`config.mk`:
```
export PLATFORM = sky130hd
export DESIGN_NAME = keccak_padder_flat
export DESIGN_NICKNAME = d
export VERILOG_FILES = /design/src/rtl/keccak_padder_if.sv /design/src/rtl/keccak_padder.sv /design/src/flat_wrapper.sv
export SDC_FILE = /design/constraint.sdc
export NUM_CORES = 1
export LEC_CHECK = 0
export BUFFER_PORTS_ARGS = -buffer_cell sky130_fd_sc_hd__buf_2
export CAP_MARGIN = 10
export CORE_AREA = 2 2 256 258
export DETAILED_ROUTE_END_ITERATION = 7
export DIE_AREA = 0 0 258 260
export GPL_TIMING_DRIVEN = 0
export SETUP_SLACK_MARGIN = 0.1
export SYNTH_ARGS = -nofsm -noshare
export SYNTH_HDL_FRONTEND = slang
export SYNTH_SLANG_ARGS = --single-unit
```
`constraint.sdc`:
```
create_clock -name clk -period 2.65 [get_ports clk]
set_input_delay 0.3975 -clock clk [delete_from_list [all_inputs] [get_ports clk]]
set_output_delay 0.3975 -clock clk [all_outputs]
set_load 0.005 [all_outputs]
```
`src/rtl/keccak_padder_if.sv`:
```
// Word-source and block-sink signals of the Keccak input padder.
// The slave side is the padder itself; the master side is whoever feeds words and takes blocks.
interface keccak_padder_if #(
    parameter int WORD_W     = 64,
    parameter int RATE_WORDS = 9
);
    logic [WORD_W-1:0]            in;
    logic                         in_ready;
    logic                         is_last;
    logic [2:0]                   byte_num;
    logic                         buffer_full;
    logic [RATE_WORDS*WORD_W-1:0] out;
    logic                         out_ready;
    logic                         out_last;
    logic                         f_ack;

    modport master (
        output in, in_ready, is_last, byte_num, f_ack,
        input  buffer_full, out, out_ready, out_last
    );

    modport slave (
        input  in, in_ready, is_last, byte_num, f_ack,
        output buffer_full, out, out_ready, out_last
    );
endinterface

```
`src/rtl/keccak_padder.sv`:
```
// Packs 64-bit message words into rate blocks and applies Keccak pad10*1 to the final block.
// One message per reset: after the final block is acknowledged the padder parks in DONE.
module keccak_padder #(
    parameter int WORD_W     = 64,
    parameter int RATE_WORDS = 9
) (
    input  logic           clk,
    input  logic           reset,
    keccak_padder_if.slave bus
);
    localparam int BLOCK_W = RATE_WORDS * WORD_W;
    localparam int NBYTES  = WORD_W / 8;
    localparam int CNT_W   = $clog2(RATE_WORDS + 1);

    localparam logic [CNT_W-1:0]  LAST_SLOT = CNT_W'(RATE_WORDS - 1);
    localparam logic [WORD_W-1:0] END_MARK  = WORD_W'(8'h80);

    typedef enum logic [1:0] {
        ABSORB,
        PAD,
        FULL,
        DONE
    } state_e;

    state_e               state_q, state_d;
    logic [CNT_W-1:0]     count_q, count_d;
    logic [BLOCK_W-1:0]   out_q, out_d;
    logic                 out_last_q, out_last_d;
    logic                 buffer_full_q, buffer_full_d;
    logic                 out_ready_q, out_ready_d;
    logic [WORD_W-1:0]    shift_word;
    logic                 final_slot;

    // Keep the k message bytes (MSB first), then 0x01, then zeros; the closing 0x80 lands in
    // the LSB byte only when this word fills the last slot of the block.
    function automatic logic [WORD_W-1:0] pad_word(
        input logic [WORD_W-1:0] w,
        input logic [2:0]        k,
        input logic              last_slot
    );
        logic [WORD_W-1:0] r;
        r = '0;
        for (int i = 0; i < NBYTES; i++) begin
            if (i < int'(k)) r[WORD_W-1-8*i -: 8] = w[WORD_W-1-8*i -: 8];
            else if (i == int'(k)) r[WORD_W-1-8*i -: 8] = 8'h01;
        end
        if (last_slot) r = r | END_MARK;
        return r;
    endfunction

    assign final_slot = (count_q == LAST_SLOT);

    always_comb begin
        // NOTE: every signal written here gets a default first, so no path can infer a latch.
        state_d    = state_q;
        count_d    = count_q;
        out_d      = out_q;
        out_last_d = out_last_q;
        shift_word = '0;

        unique case (state_q)
            ABSORB: begin
                if (bus.in_ready) begin
                    shift_word = bus.is_last ? pad_word(bus.in, bus.byte_num, final_slot) : bus.in;
                    out_d      = {out_q[BLOCK_W-WORD_W-1:0], shift_word};
                    count_d    = count_q + 1'b1;
                    if (final_slot) begin
                        state_d    = FULL;
                        out_last_d = bus.is_last;
                    end else if (bus.is_last) begin
                        state_d = PAD;
                    end
                end
            end
            PAD: begin
                // Zero fill; the word that completes the block carries the trailing 1 bit.
                shift_word = final_slot ? END_MARK : '0;
                out_d      = {out_q[BLOCK_W-WORD_W-1:0], shift_word};
                count_d    = count_q + 1'b1;
                if (final_slot) begin
                    state_d    = FULL;
                    out_last_d = 1'b1;
                end
            end
            FULL: begin
                if (bus.f_ack) begin
                    count_d = '0;
                    state_d = out_last_q ? DONE : ABSORB;
                end
            end
            DONE: begin
                state_d = DONE;
            end
            default: begin
                state_d = ABSORB;
            end
        endcase

        buffer_full_d = (state_d != ABSORB);
        out_ready_d   = (state_d == FULL);
    end

    always_ff @(posedge clk) begin
        // NOTE: all state uses non-blocking assignment so every flop samples pre-edge values.
        if (reset) begin
            state_q       <= ABSORB;
            count_q       <= '0;
            // NOTE: the block register is cleared because a zero block is visible after reset;
            // a buffer whose contents are never observed before being written would be left unreset.
            out_q         <= '0;
            out_last_q    <= 1'b0;
            buffer_full_q <= 1'b0;
            out_ready_q   <= 1'b0;
        end else begin
            state_q       <= state_d;
            count_q       <= count_d;
            out_q         <= out_d;
            out_last_q    <= out_last_d;
            buffer_full_q <= buffer_full_d;
            out_ready_q   <= out_ready_d;
        end
    end

    assign bus.out         = out_q;
    assign bus.out_ready   = out_ready_q;
    assign bus.out_last    = out_last_q;
    assign bus.buffer_full = buffer_full_q;
endmodule
```
`src/flat_wrapper.sv`:
```
// flat-port wrapper written by rule: the top's interface ports become plain ports
module keccak_padder_flat 
#(
    parameter int WORD_W     = 64,
    parameter int RATE_WORDS = 9
)
  (clk, reset, bus_in, bus_in_ready, bus_is_last, bus_byte_num, bus_f_ack, bus_buffer_full, bus_out, bus_out_ready, bus_out_last);
  keccak_padder_if #(.WORD_W(WORD_W), .RATE_WORDS(RATE_WORDS)) bus_i ();
  input  logic clk;
  input  logic reset;
  input wire logic [$bits(bus_i.in)-1:0] bus_in;
  input wire logic [$bits(bus_i.in_ready)-1:0] bus_in_ready;
  input wire logic [$bits(bus_i.is_last)-1:0] bus_is_last;
  input wire logic [$bits(bus_i.byte_num)-1:0] bus_byte_num;
  input wire logic [$bits(bus_i.f_ack)-1:0] bus_f_ack;
  output wire logic [$bits(bus_i.buffer_full)-1:0] bus_buffer_full;
  output wire logic [$bits(bus_i.out)-1:0] bus_out;
  output wire logic [$bits(bus_i.out_ready)-1:0] bus_out_ready;
  output wire logic [$bits(bus_i.out_last)-1:0] bus_out_last;
  assign bus_i.in = bus_in;
  assign bus_i.in_ready = bus_in_ready;
  assign bus_i.is_last = bus_is_last;
  assign bus_i.byte_num = bus_byte_num;
  assign bus_i.f_ack = bus_f_ack;
  assign bus_buffer_full = bus_i.buffer_full;
  assign bus_out = bus_i.out;
  assign bus_out_ready = bus_i.out_ready;
  assign bus_out_last = bus_i.out_last;
  keccak_padder #(.WORD_W(WORD_W), .RATE_WORDS(RATE_WORDS)) u_core (.clk(clk), .reset(reset), .bus(bus_i));
endmodule
```
==> results.yml <==
run_status:
  status: "completed"
clock_network:
  cts.path.max_buffers: 3
  clk_latency_ns: 0.61
  clk_pin_slew_worst_paths_ns: 0.06
  htreeDepth: 2
  cts.sinks: 585
  cts-buffers-inserted: 61
  cts_tree: "done"
  ctsRootBufferMaster: "clkbuf_16"
yosys:
  syn_inst: 3020
  post_synth_num_cell_types: 34
  synth_area_leaders: "dfxtp_1 49%, buf_4 16%, nand2_1 16%"
  synth_top_area_frac: 0.488
  synth_top_area_cell: "dfxtp_1"
  async_reset_ff_frac: 0
  ys_warn_count: 0
  ys_seq_area_frac: 0.488
  syn-cell-area_sq_um: 24000
  syn_nets: 3094
  synth-main-ff-cell: "dfxtp_1"
  syn_avg_cell_area_sq_um: 7.95
  synth_edf_count: 0
  synth-seq-cells: 585
worst_setup_path:
  rr_worst_depth: 6
  worstPathMaxFanout: 10
  endpoint_kind: "register"
  cp.arrival_ns: 2.88
  r2r_end: "u_core.bus.out[572]$_SDFFE_PP0P_"
  worst_path_largest_cell_delay_ns: 0.69
  r2r_slack_ns: 0.29
  cpMaxStageDelayCell: "clkbuf_1"
  required_ns: 3.17
  crit_top_cell: "buf_2"
  crit_path_cell_trace: "o21ba_2 -> buf_2 -> buf_2 -> clkbuf_1 -> nand2_1 -> a21oi_1"
  r2r_start: "u_core.state_q[0]$_SDFF_PP0_"
  start_kind: "register"
  crit_type: "register to register"
pwr:
  max-vdd-ir-drop_v: 0.000456
  power.leakage_nw: 14.1
  total_power_w: 0.0198
  power.internal_w: 0.0152
  clkPwrFrac: 0.477
  p_sw_frac: 0.235
  power_frac_seq: 0.454
  switchingPower_w: 0.00467
  powerDensity_nw_per_um2: 643
  p_comb_frac: 0.070
sta:
  fmax_mhz: 424
  fin_crit_sh: 0.890
  maxSlewHeadroom: 0.278
  setup_viol: 0
  worst_pin_slew_ns: 1.08
  rsz0062_at_grt: "no"
  fin_skew_ns: 0.0190
  period_minus_slack_ns: 2.36
  fin_ws_ns: 0.291
  slew_violations: 0
  hold_viol_final: 0
worst_hold_path:
  min-delay-path-class: "primary input to register"
  hp-start: "bus_in[58]"
  hold_end: "u_core.bus.out[58]$_SDFFE_PP0P_"
  min_path_cells: 3
global_route:
  grt_max_degree: 15
  grt_pass1_vias: 20100
  grt_pass1_wl_um: 126000
  gr-total-overflow: 0
  antenna_found_initial: 7
  gr-usage-all-layers: 0.249
cells_and_area:
  fillers: 6631
  final_cells: 4666
  finalNetCount: 3837
  drive_above_1_share: 0.357
  syn_to_final_growth_pct: 28.6
  multiInputGateArea_sq_um: 7570
  final-seq-area_sq_um: 11700
placed_design:
  place_inst: 4524
  dpl_worst_slack_ns: -0.158
  port_buffers: 649
  gp_congestion: 0.870
  dp_hpwl_um: 69400
detailed_routing:
  wire_per_inst_um: 18.7
  ant_nets: 0
  drt-total-wl_um: 87300
  viasPerCell: 4.55
  drtIter0Drc: 1187
  vias: 21200
  route.detailed.drc: 0
  dr.pass1.iters: 5
floorplanning:
  fp.dieW_um: 258
  core-area_sq_um: 64100
  num_rows: 93
  fp.dieArea_sq_um: 67100
  start_util: 0.374
  fp.dieH_um: 260
  num_io_pins: 651
job:
  cap_viol_max_count: 0
-- power groups by stage --
| stage | clock, W | combinational, W | sequential [W] |
|---|---|---|---|
| 6_report | 0.00945 | 0.00138 | 0.00901 |
| 5_1_grt | 0.00996 | 0.00150 | 0.00902 |
| 4_1_cts | 0.00961 | 0.00140 | 0.00900 |
| 3_5_place_dp | 0 | 0.00136 | 0.00920 |
| 3_3_place_gp | 0 | 0.00136 | 0.00920 |
| 2_1_floorplan | 0 | 0.000789 | 0.00915 |
-- logic make-up after synthesis --
kind of cell / share of synthesized area
compound gates: 0.134
xor+xnor: 0.000730
fa+ha+maj: 0.00104
buf+inv: 0.197
flops: 0.488
mux: 0.000417
simple gates: 0.179
-- state kept, by name (all words and copies together) (netlist names) --
signal                  flops
u_core.bus.out_ready        1
u_core.state_q              2
u_core.count_q              4
u_core.bus.out            576
u_core.bus.buffer_full      1
u_core.bus.out_last         1
-- cells in the final DEF (no fill, tap or decap), types with 4 or more instances in the layout --
cell type / netlist / layout
nand2_1: 1034 / 1034
buf_2: 69 / 718
dfxtp_1: 585 / 585
a21oi_1: 523 / 523
buf_4: 523 / 523
clkbuf_1: 104 / 105
nor2_1: 69 / 69
clkbuf_16: 0 / 61
a22oi_1: 57 / 57
dlygate4sd3_1: 0 / 31
clkbuf_8: 0 / 17
clkinv_2: 0 / 13
bufinv_16: 0 / 12
o21ai_0: 6 / 6
buf_1: 5 / 5
nor2b_1: 5 / 5
inv_1: 4 / 4
-- worst max-delay path: cells and delay by family (launching register included) --
family	cells	cell delay (ns)
AOI/OAI and AO/OA	2	0.32
buffers and inverters	3	1.34
DFF	1	0.47
and+or+nand+nor	1	0.12
-- synthesized netlist by cell type, types with 2 or more instances --
cell type  instances
nor2_4             2
dfxtp_1          585
ha_1               2
nor2_1            69
inv_1              4
buf_4            523
o21ai_0            6
buf_6              2
clkbuf_1         104
a21oi_1          523
nor2b_1            5
and2_1             2
nand2_1         1034
a21oi_4            3
buf_1              5
a211oi_1           3
a22oi_1           57
xor2_1             2
buf_2             69
a21o_1             2
nor3b_1            3
nor3_1             3
-- metal layers --
metal	global-route usage	vias up	part of all wire
met3	0.0383	144	0.049
met1	0.316	9830	0.43
li1	-	10700	-
met2	0.426	571	0.48
met4	0.0931	0	0.035
met5	0	-	0
-- layout make-up --
| type | count | area share |
|---|---|---|
| Antenna cell | 2 | 0.000162 |
| Buffer | 703 | 0.153 |
| Clock buffer | 81 | 0.0574 |
| Clock inverter | 28 | 0.0146 |
| Inverter | 4 | 0.000487 |
| Multi-Input combinational cell | 1728 | 0.245 |
| Sequential cell | 585 | 0.380 |
| Tap cell | 855 | 0.0347 |
| Timing Repair Buffer | 680 | 0.115 |
-- stage by stage --
stage	instance area, sq um	setup TNS (ns)	hold WS [ns]	util
2_1_floorplan	24000	0	0.445	-
5_1_grt	30900	0	0.0221	0.481
6_report	30900	0	0.0347	0.481
4_1_cts	30800	0	0.00178	0.481
3_5_place_dp	28300	-2.10	0.444	0.442
3_3_place_gp	28300	-2.07	0.440	0.442
-- repair_timing --
action / in CTS / in global routing
setup endpoints to repair: 11 / 0
resized for setup: 2 / 0
hold endpoints to repair: 31 / 0
hold buffers: 31 / 0
setup buffers: 0 / 0
-- worst max path at each step --
stage,start,end,slack [ns],cells past startpoint
after global placement,reset,u_core.bus.out[573]$_SDFFE_PP0P_,-0.15,4
after CTS,u_core.state_q[1]$_SDFF_PP0_,u_core.bus.out[67]$_SDFFE_PP0P_,0.32,7
final,u_core.state_q[0]$_SDFF_PP0_,u_core.bus.out[572]$_SDFFE_PP0P_,0.29,6
after global routing,u_core.state_q[0]$_SDFF_PP0_,u_core.bus.out[572]$_SDFFE_PP0P_,0.17,6
after detailed placement,reset,u_core.bus.out[573]$_SDFFE_PP0P_,-0.16,4
after floorplan,u_core.state_q[1]$_SDFF_PP0_,u_core.bus.out[16]$_SDFFE_PP0P_,1.17,6
Note: power is estimated with default switching activity, not from simulation.
